`config.mk`:
```
export PLATFORM = sky130hd
export DESIGN_NAME = nx1_pcm_i2s_flat
export DESIGN_NICKNAME = d
export VERILOG_FILES = /design/src/rtl/nx1_pcm_i2s_if.sv /design/src/rtl/nx1_pcm_i2s.sv /design/src/flat_wrapper.sv
export SDC_FILE = /design/constraint.sdc
export NUM_CORES = 1
export LEC_CHECK = 0
export CORE_UTILIZATION = 57
export CTS_CLUSTER_SIZE = 14
export DETAILED_ROUTE_END_ITERATION = 8
export PLACE_DENSITY = 0.74
export RECOVER_POWER = 25
export SYNTH_ARGS = -nofsm -noshare
export SYNTH_HDL_FRONTEND = slang
export SYNTH_SLANG_ARGS = --single-unit
```
`constraint.sdc`:
```
create_clock -name slot_sysclk -period 7.6 [get_ports slot_sysclk]
set_input_delay 0.76 -clock slot_sysclk [delete_from_list [all_inputs] [get_ports slot_sysclk]]
set_output_delay 0.76 -clock slot_sysclk [all_outputs]
set_load 0.1 [all_outputs]
```
`src/rtl/nx1_pcm_i2s_if.sv`:
```
// Signal bundle between the PCM sample source and the I2S serializer.
// The master is the source/observer side. The slave is the serializer.
interface nx1_pcm_i2s_if #(
    parameter int FIFO_AW = 2
);
    logic [15:0]      pcm_lch;
    logic [15:0]      pcm_rch;
    logic             pcm_load;
    logic [3:0]       pcm_att;
    logic             stat_clr;
    logic             i2s_bclk;
    logic             i2s_lrck;
    logic             i2s_sdata;
    logic [FIFO_AW:0] fifo_level;
    logic             stat_unf;
    logic             stat_ovf;

    modport master (
        output pcm_lch, pcm_rch, pcm_load, pcm_att, stat_clr,
        input  i2s_bclk, i2s_lrck, i2s_sdata, fifo_level, stat_unf, stat_ovf
    );

    modport slave (
        input  pcm_lch, pcm_rch, pcm_load, pcm_att, stat_clr,
        output i2s_bclk, i2s_lrck, i2s_sdata, fifo_level, stat_unf, stat_ovf
    );
endinterface

```
`src/rtl/nx1_pcm_i2s.sv`:
```
// Stereo PCM FIFO feeding a Philips I2S serializer (64 BCLK per frame, 16-bit slots).
// Define NX1_PCM_ATT_EN to shift popped samples right by pcm_att (arithmetic).
module nx1_pcm_i2s #(
    parameter int DIV_BCLK = 8,
    parameter int FIFO_AW  = 2
) (
    input logic          slot_sysclk,
    input logic          slot_reset,
    nx1_pcm_i2s_if.slave bus
);
    localparam int DEPTH  = 2 ** FIFO_AW;
    localparam int DIV_CW = $clog2(DIV_BCLK);

    logic [DIV_CW-1:0]  div_q, div_d;
    logic               bclk_q, bclk_d;
    logic [5:0]         bit_q, bit_d;
    logic               sdata_q, sdata_d;
    logic [31:0]        mem_q [DEPTH];
    logic [FIFO_AW-1:0] wr_ptr_q, wr_ptr_d;
    logic [FIFO_AW-1:0] rd_ptr_q, rd_ptr_d;
    logic [FIFO_AW:0]   level_q, level_d;
    logic [15:0]        hold_l_q, hold_l_d;
    logic [15:0]        hold_r_q, hold_r_d;
    logic               unf_q, unf_d;
    logic               ovf_q, ovf_d;

    logic               tick, fall, frame_start, empty, full, pop, push;
    logic [31:0]        pop_word;
    logic [4:0]         slot_k;
    logic [3:0]         slot_idx;
    logic [15:0]        slot_word;

    assign tick        = (div_q == DIV_CW'(DIV_BCLK - 1));
    assign fall        = tick && bclk_q;
    assign frame_start = fall && (bit_q == 6'd63);
    assign empty       = (level_q == '0);
    assign full        = (level_q == (FIFO_AW + 1)'(DEPTH));
    // Pop is evaluated first, so a load on a full FIFO still lands when a frame starts.
    assign pop         = frame_start && !empty;
    assign push        = bus.pcm_load && (!full || pop);
    assign pop_word    = mem_q[rd_ptr_q];

`ifndef NX1_PCM_ATT_EN
    logic unused_att;
    assign unused_att = ^bus.pcm_att;
`endif

    always_comb begin
        // NOTE: every signal assigned here gets a default first, so no path can infer a latch.
        div_d     = tick ? '0 : div_q + 1'b1;
        bclk_d    = tick ? ~bclk_q : bclk_q;
        bit_d     = fall ? bit_q + 6'd1 : bit_q;
        wr_ptr_d  = wr_ptr_q;
        rd_ptr_d  = rd_ptr_q;
        level_d   = level_q;
        hold_l_d  = hold_l_q;
        hold_r_d  = hold_r_q;
        sdata_d   = sdata_q;

        if (pop) begin
            rd_ptr_d = rd_ptr_q + 1'b1;
`ifdef NX1_PCM_ATT_EN
            hold_l_d = $signed(pop_word[31:16]) >>> bus.pcm_att;
            hold_r_d = $signed(pop_word[15:0])  >>> bus.pcm_att;
`else
            hold_l_d = pop_word[31:16];
            hold_r_d = pop_word[15:0];
`endif
        end
        if (push) begin
            wr_ptr_d = wr_ptr_q + 1'b1;
        end
        if (push && !pop) begin
            level_d = level_q + 1'b1;
        end else if (pop && !push) begin
            level_d = level_q - 1'b1;
        end

        // Data trails lrck by one BCLK: slot bit k carries sample bit 16-k for k=1..16.
        slot_k    = bit_d[4:0];
        slot_word = bit_d[5] ? hold_r_d : hold_l_d;
        slot_idx  = 4'(5'd16 - slot_k);
        if (fall) begin
            sdata_d = (slot_k != 5'd0) && (slot_k <= 5'd16) && slot_word[slot_idx];
        end

        unf_d = (unf_q && !bus.stat_clr) || (frame_start && empty);
        ovf_d = (ovf_q && !bus.stat_clr) || (bus.pcm_load && full && !pop);
    end

    always_ff @(posedge slot_sysclk) begin
        // NOTE: sequential state uses non-blocking assignments so every register samples pre-edge values.
        if (slot_reset) begin
            div_q    <= '0;
            bclk_q   <= 1'b0;
            bit_q    <= '0;
            sdata_q  <= 1'b0;
            wr_ptr_q <= '0;
            rd_ptr_q <= '0;
            level_q  <= '0;
            hold_l_q <= '0;
            hold_r_q <= '0;
            unf_q    <= 1'b0;
            ovf_q    <= 1'b0;
        end else begin
            div_q    <= div_d;
            bclk_q   <= bclk_d;
            bit_q    <= bit_d;
            sdata_q  <= sdata_d;
            wr_ptr_q <= wr_ptr_d;
            rd_ptr_q <= rd_ptr_d;
            level_q  <= level_d;
            hold_l_q <= hold_l_d;
            hold_r_q <= hold_r_d;
            unf_q    <= unf_d;
            ovf_q    <= ovf_d;
        end
    end

    // NOTE: FIFO storage is not reset; the pointers and level define which entries are valid.
    always_ff @(posedge slot_sysclk) begin
        if (push && !slot_reset) begin
            mem_q[wr_ptr_q] <= {bus.pcm_lch, bus.pcm_rch};
        end
    end

    assign bus.i2s_bclk   = bclk_q;
    assign bus.i2s_lrck   = bit_q[5];
    assign bus.i2s_sdata  = sdata_q;
    assign bus.fifo_level = level_q;
    assign bus.stat_unf   = unf_q;
    assign bus.stat_ovf   = ovf_q;
endmodule
```
`src/flat_wrapper.sv`:
```
// flat-port wrapper written by rule: the top's interface ports become plain ports
module nx1_pcm_i2s_flat 
#(
    parameter int DIV_BCLK = 8,
    parameter int FIFO_AW  = 2
)
  (slot_sysclk, slot_reset, bus_pcm_lch, bus_pcm_rch, bus_pcm_load, bus_pcm_att, bus_stat_clr, bus_i2s_bclk, bus_i2s_lrck, bus_i2s_sdata, bus_fifo_level, bus_stat_unf, bus_stat_ovf);
  nx1_pcm_i2s_if #(.FIFO_AW(FIFO_AW)) bus_i ();
  input logic slot_sysclk;
  input logic slot_reset;
  input wire logic [$bits(bus_i.pcm_lch)-1:0] bus_pcm_lch;
  input wire logic [$bits(bus_i.pcm_rch)-1:0] bus_pcm_rch;
  input wire logic [$bits(bus_i.pcm_load)-1:0] bus_pcm_load;
  input wire logic [$bits(bus_i.pcm_att)-1:0] bus_pcm_att;
  input wire logic [$bits(bus_i.stat_clr)-1:0] bus_stat_clr;
  output wire logic [$bits(bus_i.i2s_bclk)-1:0] bus_i2s_bclk;
  output wire logic [$bits(bus_i.i2s_lrck)-1:0] bus_i2s_lrck;
  output wire logic [$bits(bus_i.i2s_sdata)-1:0] bus_i2s_sdata;
  output wire logic [$bits(bus_i.fifo_level)-1:0] bus_fifo_level;
  output wire logic [$bits(bus_i.stat_unf)-1:0] bus_stat_unf;
  output wire logic [$bits(bus_i.stat_ovf)-1:0] bus_stat_ovf;
  assign bus_i.pcm_lch = bus_pcm_lch;
  assign bus_i.pcm_rch = bus_pcm_rch;
  assign bus_i.pcm_load = bus_pcm_load;
  assign bus_i.pcm_att = bus_pcm_att;
  assign bus_i.stat_clr = bus_stat_clr;
  assign bus_i2s_bclk = bus_i.i2s_bclk;
  assign bus_i2s_lrck = bus_i.i2s_lrck;
  assign bus_i2s_sdata = bus_i.i2s_sdata;
  assign bus_fifo_level = bus_i.fifo_level;
  assign bus_stat_unf = bus_i.stat_unf;
  assign bus_stat_ovf = bus_i.stat_ovf;
  nx1_pcm_i2s #(.DIV_BCLK(DIV_BCLK), .FIFO_AW(FIFO_AW)) u_core (.slot_sysclk(slot_sysclk), .slot_reset(slot_reset), .bus(bus_i));
endmodule
```
==> run metrics, run 1 <==
Clk network pwr share=43.3%; PnR worst setup slack=4010 ps; Worst path top cell family by delay=adder cells; Vias=4544; Compound-Gate Fraction of Synth Area=7.43%; simple-gate share of the synthesized area=10.6%; Setup-failing EPs final=0; post-synthesis sequential area ratio=64.4%; multiplexer share of the synthesized area=11.8%; f_max=0.278 GHz; cell area after layout=0.00884 sq mm; switching fraction of total power=21.5%; num ports=48; Distinct cells, synth=64; Clock Sinks=182; CP Capture Type=flop; crit path time final=3590 ps; clk buf depth=2; worst slew pin tran=961 ps; Placed Area=0.00819 sq mm; # diodes=0; GPL Wtd Cong=0.875; hold crit path type=flop to flop; startpoint class of the critical path=flop; antenna viol nets, final=0; clock slew seen by the registers of the worst setup and hold paths=70 ps; vias in the first global route=4535; combinational share of power=6.4%; Synth Cell Area=0.00765 sq mm; Inst Count DP=726; share of cells above drive strength 1=15.7%; Final Max Slew Viols=0; main combinational cell family by area after synthesis=multiplexers; Yosys warning count=0; Crit path largest cell delay=670 ps; synth-to-layout area growth=15.6%; initial antenna violation count=0; Final Cycle Share=47.3%; WS Path Type=flop to flop; non-filler cells, final=758; Synth Area in Adders=1.73%; Skew-Pair Late Insertion Delay=430 ps; syn avg cell area=14.3 sq um; GRT Total Usage=22.6%; clock root buffer=clkbuf_16; Die Wd=118 um; detailed-route wire length per cell=19.0 um; Worst VDD drop=0.210 mV; Net count, final=623; Worst Skew=6.60 ps; CTS Buf Count=17; RSZ-0062 raised after global routing=no; TritonCTS clock tree=yes; Critical Path Fanout Max=13; gr ovfl total=0; DR vias/cell=5.99; P per Cell Area=250 mW/mm^2; DRC=0; first-pass detailed-route iteration total=5; status=completed; relative slew slack=35.7%; DRT iter0 DRCs=352; initial core utilization=59.6%; Power Internal=1.74 mW; die height=118 um; Core Area=0.0128 sq mm; input/output buffers=43; worst-path cell chain=ha_1, ha_1, nand2_1, xnor2_2, inv_1, ha_1, nand2_1, a211o_1, a41oi_1, a31oi_1, nor3_2; # Post-CTS Setup Buffers=0; maxcap violations=0; Synth Area in XOR/XNOR=1.47%; Fin Setup TNS=0 ps; final hold vios=0; post-synthesis cell count=535; worst path arrival time=3960 ps; Detailed Place HPWL=8.65 mm; synthesized flop and latch total=182; Slowest-stage cell, CP=ha_1; row cnt=41; number of flops mapped to enable cells by yosys=128; FF-to-FF setup slack=4010 ps; pin count of the biggest net entering global routing=55; Main synth FF type=edfxtp_1; NetSw=0.475 mW; Die Area=0.0139 sq mm; CTS Hold Bufs=0; critical path required time=7970 ps; Async S/R FF share, synth=0%; # H-tree levels=4; Net Count, Synth=585; post-place setup slack=4050 ps; most frequent CP cell=ha_1; sequential share of power=50.3%; leakage power=2.87 nW; Total Wirelength=14.4 mm; cts repair resizes=0; WP buf/inv=1; Core Util, Final=68.9%; first-pass GRT wire length=23.8 mm
-- layer usage --
metal  track usage (%)  routed length, um  up-vias
met2              36.4               7230      154
met3              4.80                743       26
met4              11.1                290        0
met1              29.4               6110     2256
li1                  -                  -     2108
met5                 0                  0        -
-- through the flow --
stage / power [mW] / hold slack (ps)
floorplan: 1.22 / 404
global placement: 1.27 / 412
detailed placement: 1.28 / 423
CTS: 2.23 / 432
global route: 2.28 / 461
finish: 2.21 / 430
-- sequential cells by signal (all words and copies together), names as in the netlist, 2 cells and up, named ones only --
| register | count |
|---|---|
| u_core.bit_q | 6 |
| u_core.bus.fifo_level | 3 |
| u_core.div_q | 3 |
| u_core.hold_l_q | 16 |
| u_core.hold_r_q | 16 |
| u_core.mem_q | 128 |
| u_core.rd_ptr_q | 2 |
| u_core.wr_ptr_q | 2 |
-- placed cells by master, fill, tap and decap left out, types with 8 or more instances in the layout --
cell type / synthesis / final
edfxtp_1: 128 / 128
nand2_1: 80 / 80
dfxtp_1: 54 / 53
a21oi_1: 37 / 37
mux4_2: 33 / 33
nor2_1: 23 / 23
dlygate4sd3_1: 0 / 21
clkdlybuf4s50_1: 0 / 21
clkbuf_16: 0 / 17
nand3_1: 13 / 13
ha_1: 9 / 9
inv_1: 8 / 8
o21ai_0: 8 / 8
a211oi_1: 8 / 8
buf_4: 2 / 8
-- cell usage after synthesis (5+ instances only) --
master | n | area share (%)
and3_1 | 7 | 0.57
a21oi_1 | 37 | 2.4
xor2_1 | 6 | 0.69
nor2_1 | 23 | 1.1
a211oi_1 | 8 | 0.79
inv_1 | 8 | 0.39
a211o_1 | 6 | 0.69
nor3_1 | 7 | 0.46
edfxtp_1 | 128 | 50
dfxtp_1 | 54 | 14
clkbuf_1 | 19 | 0.93
nand2_1 | 80 | 3.9
mux2i_1 | 7 | 0.92
o21ai_0 | 8 | 0.52
ha_1 | 9 | 1.5
buf_2 | 6 | 0.39
xnor2_1 | 5 | 0.57
nand3_1 | 13 | 0.85
mux4_2 | 33 | 9.7
-- cell type report --
cell class,instances,area [sq um]
Clock buffer,17,425
Clock inverter,15,226
Fill cell,874,3990
Inverter,9,33.8
Multi-Input combinational cell,312,2520
Sequential cell,182,4930
Tap cell,172,215
Timing Repair Buffer,51,485
-- cell families after synthesis --
| logic type | after synthesis |
|---|---|
| compound gates | 83 |
| xor+xnor | 12 |
| fa+ha+maj | 10 |
| buf+inv | 41 |
| flops | 182 |
| mux | 44 |
| simple gates | 163 |
-- worst paths after layout --
path,from,endpoint,cells after the start
min,u_core.div_q[0],u_core.div_q[0],1
max,u_core.div_q[0],u_core.bus.i2s_sdata,11
min reg2reg,u_core.div_q[0],u_core.div_q[0],1
max reg2reg,u_core.div_q[0],u_core.bus.i2s_sdata,11
-- power groups by stage --
stage	Sequential [mW]	Clock [mW]	Combinational, mW
2_1_floorplan	1.16	0	0.0608
3_3_place_gp	1.13	0	0.140
3_5_place_dp	1.13	0	0.145
4_1_cts	1.11	0.968	0.145
5_1_grt	1.11	1.01	0.155
6_report	1.11	0.957	0.141
(Power assumes the default switching activity.)
==> run 2: changes to the inputs <==
--- a/config.mk
+++ b/config.mk
@@ -5,10 +5,10 @@
 export SDC_FILE = /design/constraint.sdc
 export NUM_CORES = 1
 export LEC_CHECK = 0
-export CORE_UTILIZATION = 57
+export CORE_UTILIZATION = 53
 export CTS_CLUSTER_SIZE = 14
 export DETAILED_ROUTE_END_ITERATION = 8
-export PLACE_DENSITY = 0.74
+export PLACE_DENSITY = 0.72
 export RECOVER_POWER = 25
 export SYNTH_ARGS = -nofsm -noshare
 export SYNTH_HDL_FRONTEND = slang
==> constraint.sdc (replaced) <==
create_clock -name slot_sysclk -period 2.93 [get_ports slot_sysclk]
set_input_delay 0.293 -clock slot_sysclk [delete_from_list [all_inputs] [get_ports slot_sysclk]]
set_output_delay 0.293 -clock slot_sysclk [all_outputs]
set_load 0.1 [all_outputs]
==> run 2 against run 1 <==
Compared with the run above:
- cell area rose by 1.9%
- global-route usage fell by 1.6 points
- final cell count rose by 3.8%
- die area rose by 7.4%
- hold slack barely moved
- flip-flop and latch count did not move
- critical path depth rose by 2
- largest cell class unchanged
==> run metrics, run 2 (synthesis results as in run 1) <==
highest-count cells in the layout ignoring fill and taps=edfxtp_1, nand2_1, dfxtp_1; Detailed Place HPWL=8.80 mm (+1.7%); vias in the first global route=4593 (+1.3%); Regs by FF count=u_core.mem_q x128, u_core.hold_l_q x16, u_core.hold_r_q x16; f_max=0.358 GHz (+29%); most common cell after layout, fill and taps aside=edfxtp_1; Most flops, register=u_core.mem_q; crit path time final=2800 ps (-797 ps); worst slew pin tran=561 ps (-400 ps); clock slew seen by the registers of the worst setup and hold paths=60 ps (about the same); GPL Wtd Cong=0.866 (-1.0%); clk buf depth=2 (unchanged); synth-to-layout area growth=17.8%; detailed-route wire length per cell=18.1 um (-4.6%); initial core utilization=54.7% (-5.0 points); Net count, final=644 (+3.4%); P per Cell Area=609 mW/mm^2 (+140%); gr ovfl total=0 (unchanged); Worst Skew=6.50 ps (-0.102 ps); Critical Path Fanout Max=3 (-10); die height=122 um (+3.6%); num ports=48 (unchanged); Final Max Slew Viols=0 (unchanged); DRT iter0 DRCs=248 (-30%); input/output buffers=43 (unchanged); worst r2r dst=u_core.bus.fifo_level[2]; Setup-failing EPs final=0 (unchanged); antenna viol nets, final=0 (unchanged); status=completed; startpoint class of the critical path=flop; Skew-Pair Late Insertion Delay=420 ps (about the same); Total Wirelength=14.2 mm (-0.95%); DR vias/cell=5.68 (-5.2%); relative slew slack=62.6% (+27 points); Core Area=0.0140 sq mm (+9.1%); DRC=0 (unchanged); pin count of the biggest net entering global routing=54 (-1.8%); TritonCTS clock tree=yes; # H-tree levels=4 (unchanged); critical path required time=3270 ps (-4700 ps); Fin Setup TNS=0 ps (unchanged); clock root buffer=clkbuf_16; RSZ-0062 raised after global routing=no; first-pass detailed-route iteration total=4 (-1); Final Cycle Share=95.5% (+48 points); worst path arrival time=3140 ps (-820 ps); first-pass GRT wire length=23.0 mm (-3.3%); hold crit path type=flop to flop; GRT Total Usage=21.0% (-1.6 points); FF-to-FF setup slack=130 ps (-3870 ps); # diodes=0 (unchanged); Pwr Total=5.48 mW (+150%); Die Area=0.0149 sq mm (+7.4%); initial antenna violation count=0 (unchanged); hold path depth=1 (unchanged); Worst R2R Start=u_core.div_q[0]; leakage power=2.97 nW (+3.6%); final hold vios=0 (unchanged); reg2reg path depth=13 (+2); Die Wd=122 um (+3.6%); share of cells above drive strength 1=20.9% (+5.2 points); CTS Buf Count=17 (unchanged); CP Capture Type=flop; Largest register FFs=128 (unchanged); Vias=4472 (-1.6%); Hold Path Origin=u_core.div_q[0]; Hold Path Sink=u_core.div_q[0]; Clock Sinks=182 (unchanged); CTS Hold Bufs=0 (unchanged); hold_ws=430 ps (-0.115 ps); WS Path Type=flop to flop; row cnt=43 (+4.9%); Worst VDD drop=0.489 mV (+130%); maxcap violations=0 (unchanged)
==> run 2: cell types whose count changed in the layout (fill, tap and decap cells not counted), sizes merged <==
| cell | before | now |
|---|---|---|
| buf | 9 | 38 |
| clkdlybuf4s50 | 21 | 13 |
| bufinv | 5 | 2 |
| clkbuf | 17 | 19 |
| inv | 11 | 13 |
| clkinv | 6 | 5 |
==> run 2: cell type report <==
class                           count  area, sq um
Sequential cell                   182         4930
Timing Repair Buffer               72          698
Multi-Input combinational cell    312         2540
Inverter                            9         33.8
Tap cell                          180          225
Clock inverter                     13          148
Clock buffer                       19          433
Fill cell                        1021         4980
==> run 2: what timing repair did <==
item / CTS / global route
setup buffers: 0 / 3
gates resized for setup: 0 / 4
setup endpoints to repair: 0 / 2
==> run 2: stage by stage <==
stage | cell area (sq um) | instances | utilization, % | setup slack [ps]
after floorplan | 7660 | 535 | - | 63.0
after global placement | 8400 | 752 | 60.0 | 199
after detailed placement | 8400 | 752 | 60.0 | 148
after CTS | 8980 | 784 | 64.2 | 132
after global routing | 9010 | 787 | 64.4 | 0.0178
final | 9010 | 787 | 64.4 | 133
==> run 2: power breakdown <==
group | total, mW | switching [mW] | internal [mW]
sequential | 2.89 | 0.0348 | 2.85
clock | 2.22 | 0.948 | 1.27
combinational | 0.380 | 0.237 | 0.142
==> run 2: worst max-delay path by stage <==
stage / end / startpoint
finish: u_core.bus.fifo_level[2] / u_core.div_q[0]
global route: u_core.bus.fifo_level[2] / u_core.div_q[0]
CTS: u_core.bus.fifo_level[2] / u_core.div_q[0]
detailed placement: u_core.bus.fifo_level[2] / u_core.div_q[0]
global placement: u_core.bus.i2s_sdata / u_core.div_q[0]
floorplan: u_core.bus.i2s_sdata / u_core.bus.i2s_bclk
==> run 2: worst max-delay path, cell delays in order, from the launching register on <==
cell and delay, ps:
dfxtp_1 310, ha_1 200, ha_1 240, nand4_2 110
nor2_1 70, or4b_2 650, nand2_2 120, inv_1 60
ha_1 200, inv_1 70, fa_1 170, xor2_1 70
or3_1 300, a21oi_1 140
==> run 2: routing by layer <==
metal	up-vias	track usage (%)	wire (um)
met5	-	0	0
met4	0	8.54	381
met3	24	5.76	533
met2	83	34.6	7030
met1	2218	26.3	6310
li1	2147	-	-
==> RTL change 1, RTL diff (config.mk and constraints of run 2) <==
Make the reset (`slot_reset`) asynchronous in one clocked block.
--- a/src/rtl/nx1_pcm_i2s.sv
+++ b/src/rtl/nx1_pcm_i2s.sv
@@ -90,3 +90,3 @@
 
-    always_ff @(posedge slot_sysclk) begin
+    always_ff @(posedge slot_sysclk or posedge slot_reset) begin
         // NOTE: sequential state uses non-blocking assignments so every register samples pre-edge values.
Behaviour: differs if slot_reset is asserted again (counterexample within 4 cycles, from zero or initial values and one cycle with slot_reset high); with slot_reset held inactive, the same outputs for 10 cycles.
==> RTL change 1 against run 2 <==
  * Clock power barely moved
  * Wire length fell by 12%
  * Largest cell class unchanged
  * Cell area fell by 3.3%
  * Synthesized area fell by 5.0%
  * Clock skew rose by 0.0010 ns
  * Setup slack got worse by 0.048 ns
  * Sequential cell count fell by 2
  * Non-clock buffer count fell by 4
  * Critical endpoint is now u_core.bus.i2s_sdata$_DFFE_PP0N_
  * Power rose by 9.1%
  * Critical path depth fell by 2
==> RTL change 1: results (changes against run 2) <==
metric,value,unit,change
cp_top_family,compound AO/OA/AOI/OAI gates,,
synth_top_area_share,52.94,%,+2.7 points
n_clock_buffer,23,,+4
fin_skew,0.007524,ns,+0.001022 ns
nets,508,,-21%
synth_cell_types,41,,-36%
multi_input_cells,176,,-44%
cts.path.max_buffers,2,,unchanged
clk_share,6.625,%,+0.18 points
nFillCells,896,,-12%
buffer_area_share,7.832,%,+0.082 points
grt_use_total,19.61,%,-1.4 points
grt_pass1_vias,3758,,-18%
inv_count,15,,+6
setup.worst_path.start,u_core.div_q[0]$_DFF_PP0_,,
synth_common_cells,"128 x edfxtp_1, 52 x dfrtp_1, 41 x mux2_2",,
yosys-mux-area-fraction,18.68,%,+6.9 points
synthAdderAreaFrac,1.827,%,+0.092 points
dr_total_vias,3581,,-20%
rrSetupSlack,0.09,ns,-0.05 ns
r2r-start,u_core.div_q[0]$_DFF_PP0_,,
netlist_instances,387,,-28%
p_leak,0.003218,uW,+8.3%
first_pass_iters,4,,unchanged
grt_pass1_wl,20260,um,-12%
avgRoutedWirePerCell,19.34,um,+6.9%
slew_headroom,54.81,%,-7.8 points
cpPeakStageDelay,0.35,ns,-0.30 ns
cts_root_buffer,clkbuf_16,,
synth_area_leaders,"edfxtp_1 53%, dfrtp_1 18%, mux4_2 10%",,
dp_cells,614,,-18%
dp_hpwl,7642,um,-13%
grt_max_degree,35,,-35%
seq_area_frac_synth,70.86,%,+6.5 points
async_reset_ff_share,28.89,%,+29 points
multi_input_area_share,23.19,%,-5.0 points
status,finished clean,,
vdd_ir_drop_max,393.8,uV,-19%
regArea,5152,um^2,+4.5%
r2r_cells,11,,-2
place.gp.congestion,0.8079,,-6.7%
hp-class,primary input to asynchronous set/reset pin,,
nNonClkBuffers,68,,-5.6%
critical_path.slowest_cell,dfrtp_1,,
ys_ff_latch,180,,-1.1%
synthXorXnorAreaFrac,1.913,%,+0.44 points
h-tree-depth,4,,unchanged
worstPathMaxFanout,4,,+1
reg_top3,"u_core.mem_q x128, u_core.hold_l_q x16, u_core.hold_r_q x16",,
synth_nets,437,,-25%
drive_above_1_share,31.85,%,+11 points
portBuffers,43,,unchanged
synth_compound_area_share,1.672,%,-5.8 points
vias_per_cell,5.535,,-2.6%
drt_iter0_drc,242,,-2.4%
endpoint,u_core.bus.i2s_sdata$_DFFE_PP0N_,,
[RTL change 1: cell count changes after synthesis, moves of 6 or more]
cell,delta
a211oi_1,-8
a21oi_1,-33
and3_1,-7
clkbuf_1,-17
dfrtp_1,+52
dfxtp_1,-54
mux2_2,+40
mux2i_1,+7
nand2_1,-67
nor2_1,-16
nor3_1,-6
o21ai_0,-7
[RTL change 1: report_power, final]
group          leakage, uW  switching, uW  internal [uW]
registers          0.00185           89.1           2980
clock network     0.000267            886           1340
logic              0.00110            466            222
total              0.00322           1440           4540
[RTL change 1: through the flow]
step	power, uW	hold WS (ns)	setup slack, ns	cell area [um^2]
floorplan	3550	0.3919	0.03843	7274
global placement	3786	0.4138	0.05945	8065
detailed placement	3821	0.4219	-0.02206	8065
CTS	6056	0.3361	0.02335	8653
global route	6208	0.3930	-0.04272	8707
finish	5983	0.3240	0.08551	8707
[RTL change 1: kinds of logic (layout without fill, tap and decap cells)]
logic type | count (synthesis) | after routing
adder cells (fa/ha/maj) | 10 | 10
flip-flops | 180 | 180
multiplexers | 89 | 89
XOR/XNOR | 15 | 15
AO/OA/AOI/OAI | 17 | 17
AND/OR/NAND/NOR | 45 | 45
buffers and inverters | 31 | 115
[RTL change 1: layer usage]
layer / part of all wire, % / global-route usage (%)
met5: 0 / 0
met2: 51 / 31.25
met4: 1.3 / 6.646
met1: 45 / 26.14
met3: 3.3 / 5.460
[RTL change 1: repair_timing]
| item | CTS | global route |
|---|---|---|
| pin swaps | 0 | 5 |
| resized for setup | 2 | 7 |
| endpoints found under the setup margin | 1 | 3 |
| hold buffers | 0 | 0 |
| cloned | 0 | 1 |
| setup buffers | 0 | 0 |
==> RTL change 2, RTL diff (config.mk and constraints of run 2) <==
Made on the original files. Add a define of `NX1_PCM_ATT_EN`.
--- a/src/rtl/nx1_pcm_i2s.sv
+++ b/src/rtl/nx1_pcm_i2s.sv
@@ -2,2 +2,4 @@
 // Define NX1_PCM_ATT_EN to shift popped samples right by pcm_att (arithmetic).
+`define NX1_PCM_ATT_EN
+
 module nx1_pcm_i2s #(
Behaviour: same outputs for any inputs over 10 cycles, from zero or initial values and one cycle with slot_reset high; that may be too few to reach the edited logic, so the function may still have changed.
==> RTL change 2 against run 2 <==
  * Critical path type unchanged
  * Power increased by 7.7%
  * Worst hold slack got worse by 0.14 ns
  * Critical path depth decreased by 2
  * Global-route usage increased by 6.2 points
  * Highest routed layer unchanged
  * Wire length increased by 73%
  * Sequential cell count unchanged
  * Synthesized area increased by 26%
  * Cell area increased by 28%
  * Setup slack got worse by 0.055 ns
==> RTL change 2: results (changes against run 2) <==
metric,value,unit,change
place.gp.congestion,0.8979,,+3.7%
drive_above_1_share,27.62,%,+6.7 points
nFillCells,1309,,+28%
synth_compound_area_share,10.44,%,+3.0 points
synth_nets,823,,+41%
synth_common_cells,"128 x edfxtp_1, 78 x nor2_1, 63 x nand2_1",,
fin_skew,0.01142,ns,+0.004917 ns
p_leak,0.004013,uW,+35%
synth_cell_types,82,,+28%
grt_max_degree,39,,-28%
worstPathMaxFanout,12,,+9
worst_slew_pin_slew,0.5332,ns,-0.02742 ns
vdd_ir_drop_max,522.7,uV,+6.9%
first_pass_iters,5,,+1
dp_hpwl,17220,um,+96%
place_ws,-0.01220,ns,-0.1605 ns
avgRoutedWirePerCell,22.55,um,+25%
clk_latency,0.45,ns,+0.03 ns
status,finished clean,,
clk_pin_slew_worst_paths,0.08,ns,+0.02 ns
drt_iter0_drc,695,,+180%
synthXorXnorAreaFrac,1.542,%,+0.069 points
grt_use_total,27.15,%,+6.2 points
hp-class,primary input to flip-flop,,
synthAdderAreaFrac,1.373,%,-0.36 points
whs,0.2946,ns,-0.1351 ns
[RTL change 2: layout make-up]
class / count / share of cell area, %
repair buffers: 121 / 9.989
multi-input cells: 524 / 39.33
flip-flops and latches: 182 / 42.86
inverters: 11 / 0.3692
well taps: 225 / 2.443
clock inverters: 14 / 1.325
clock buffers: 17 / 3.692
[RTL change 2: repair_timing]
action / 4_1_cts / 5_1_grt
cloned: 0 / 1
buffers inserted: 0 / 12
pin swaps: 0 / 12
hold buffers: 0 / 0
gates resized for setup: 1 / 46
setup endpoints to repair: 1 / 2
[RTL change 2: cells by family after synthesis]
group	after synthesis
and+or+nand+nor	228
DFF	182
AOI/OAI and AO/OA	145
muxes	124
buffers and inverters	67
xor gates and xnor gates	17
adders and majority gates	10
[RTL change 2: critical path, stage by stage, from the launching register on]
cell      delay [ns]
dfxtp_4         0.42
buf_4           0.14
buf_12          0.14
mux4_2          0.51
mux2i_2         0.19
nand2_1         0.10
o21a_1          0.16
a221oi_4        0.27
a211oi_2        0.12
o311a_1         0.37
a311oi_2        0.26
a31oi_1         0.07
[RTL change 2: path summary, 6_finish.rpt]
| check | cells after the start | end | start |
|---|---|---|---|
| worst max-delay path | 11 | u_core.bus.i2s_sdata$_SDFFE_PP0N_ | flip-flop |
| worst min-delay path | 2 | u_core.bit_q[0]$_SDFF_PP0_ | slot_reset |
| worst max register to register | 11 | u_core.bus.i2s_sdata$_SDFFE_PP0N_ | flip-flop |
| worst min register to register | 1 | u_core.div_q[0]$_SDFF_PP0_ | u_core.div_q[0]$_SDFF_PP0_ |
[RTL change 2: power breakdown]
part | leakage (uW) | internal (uW) | switching (uW)
sequential | 0.00160 | 2850 | 50.7
combinational | 0.00213 | 294 | 431
clock | 0.000283 | 1210 | 1070
[RTL change 2: through the flow]
step           power, uW  instance area (um^2)  TNS (ns)  std cells  utilization, %
2_1_floorplan       3396                  9677         0        773               -
3_3_place_gp        3639                 10610  -0.01702       1050           60.50
3_5_place_dp        3663                 10610  -0.01220       1050           60.50
4_1_cts             5904                 11190         0       1081           63.81
5_1_grt             6065                 11520  -0.03125       1094           65.71
6_report            5904                 11520         0       1094           65.71
[RTL change 2: metal layers]
metal | vias up | track usage (%) | routed length [um]
met5 | - | 0 | 0
met4 | 0 | 7.509 | 397
met3 | 31 | 5.407 | 1697
met2 | 305 | 42.68 | 11680
met1 | 3463 | 38.32 | 10900
li1 | 3140 | - | -
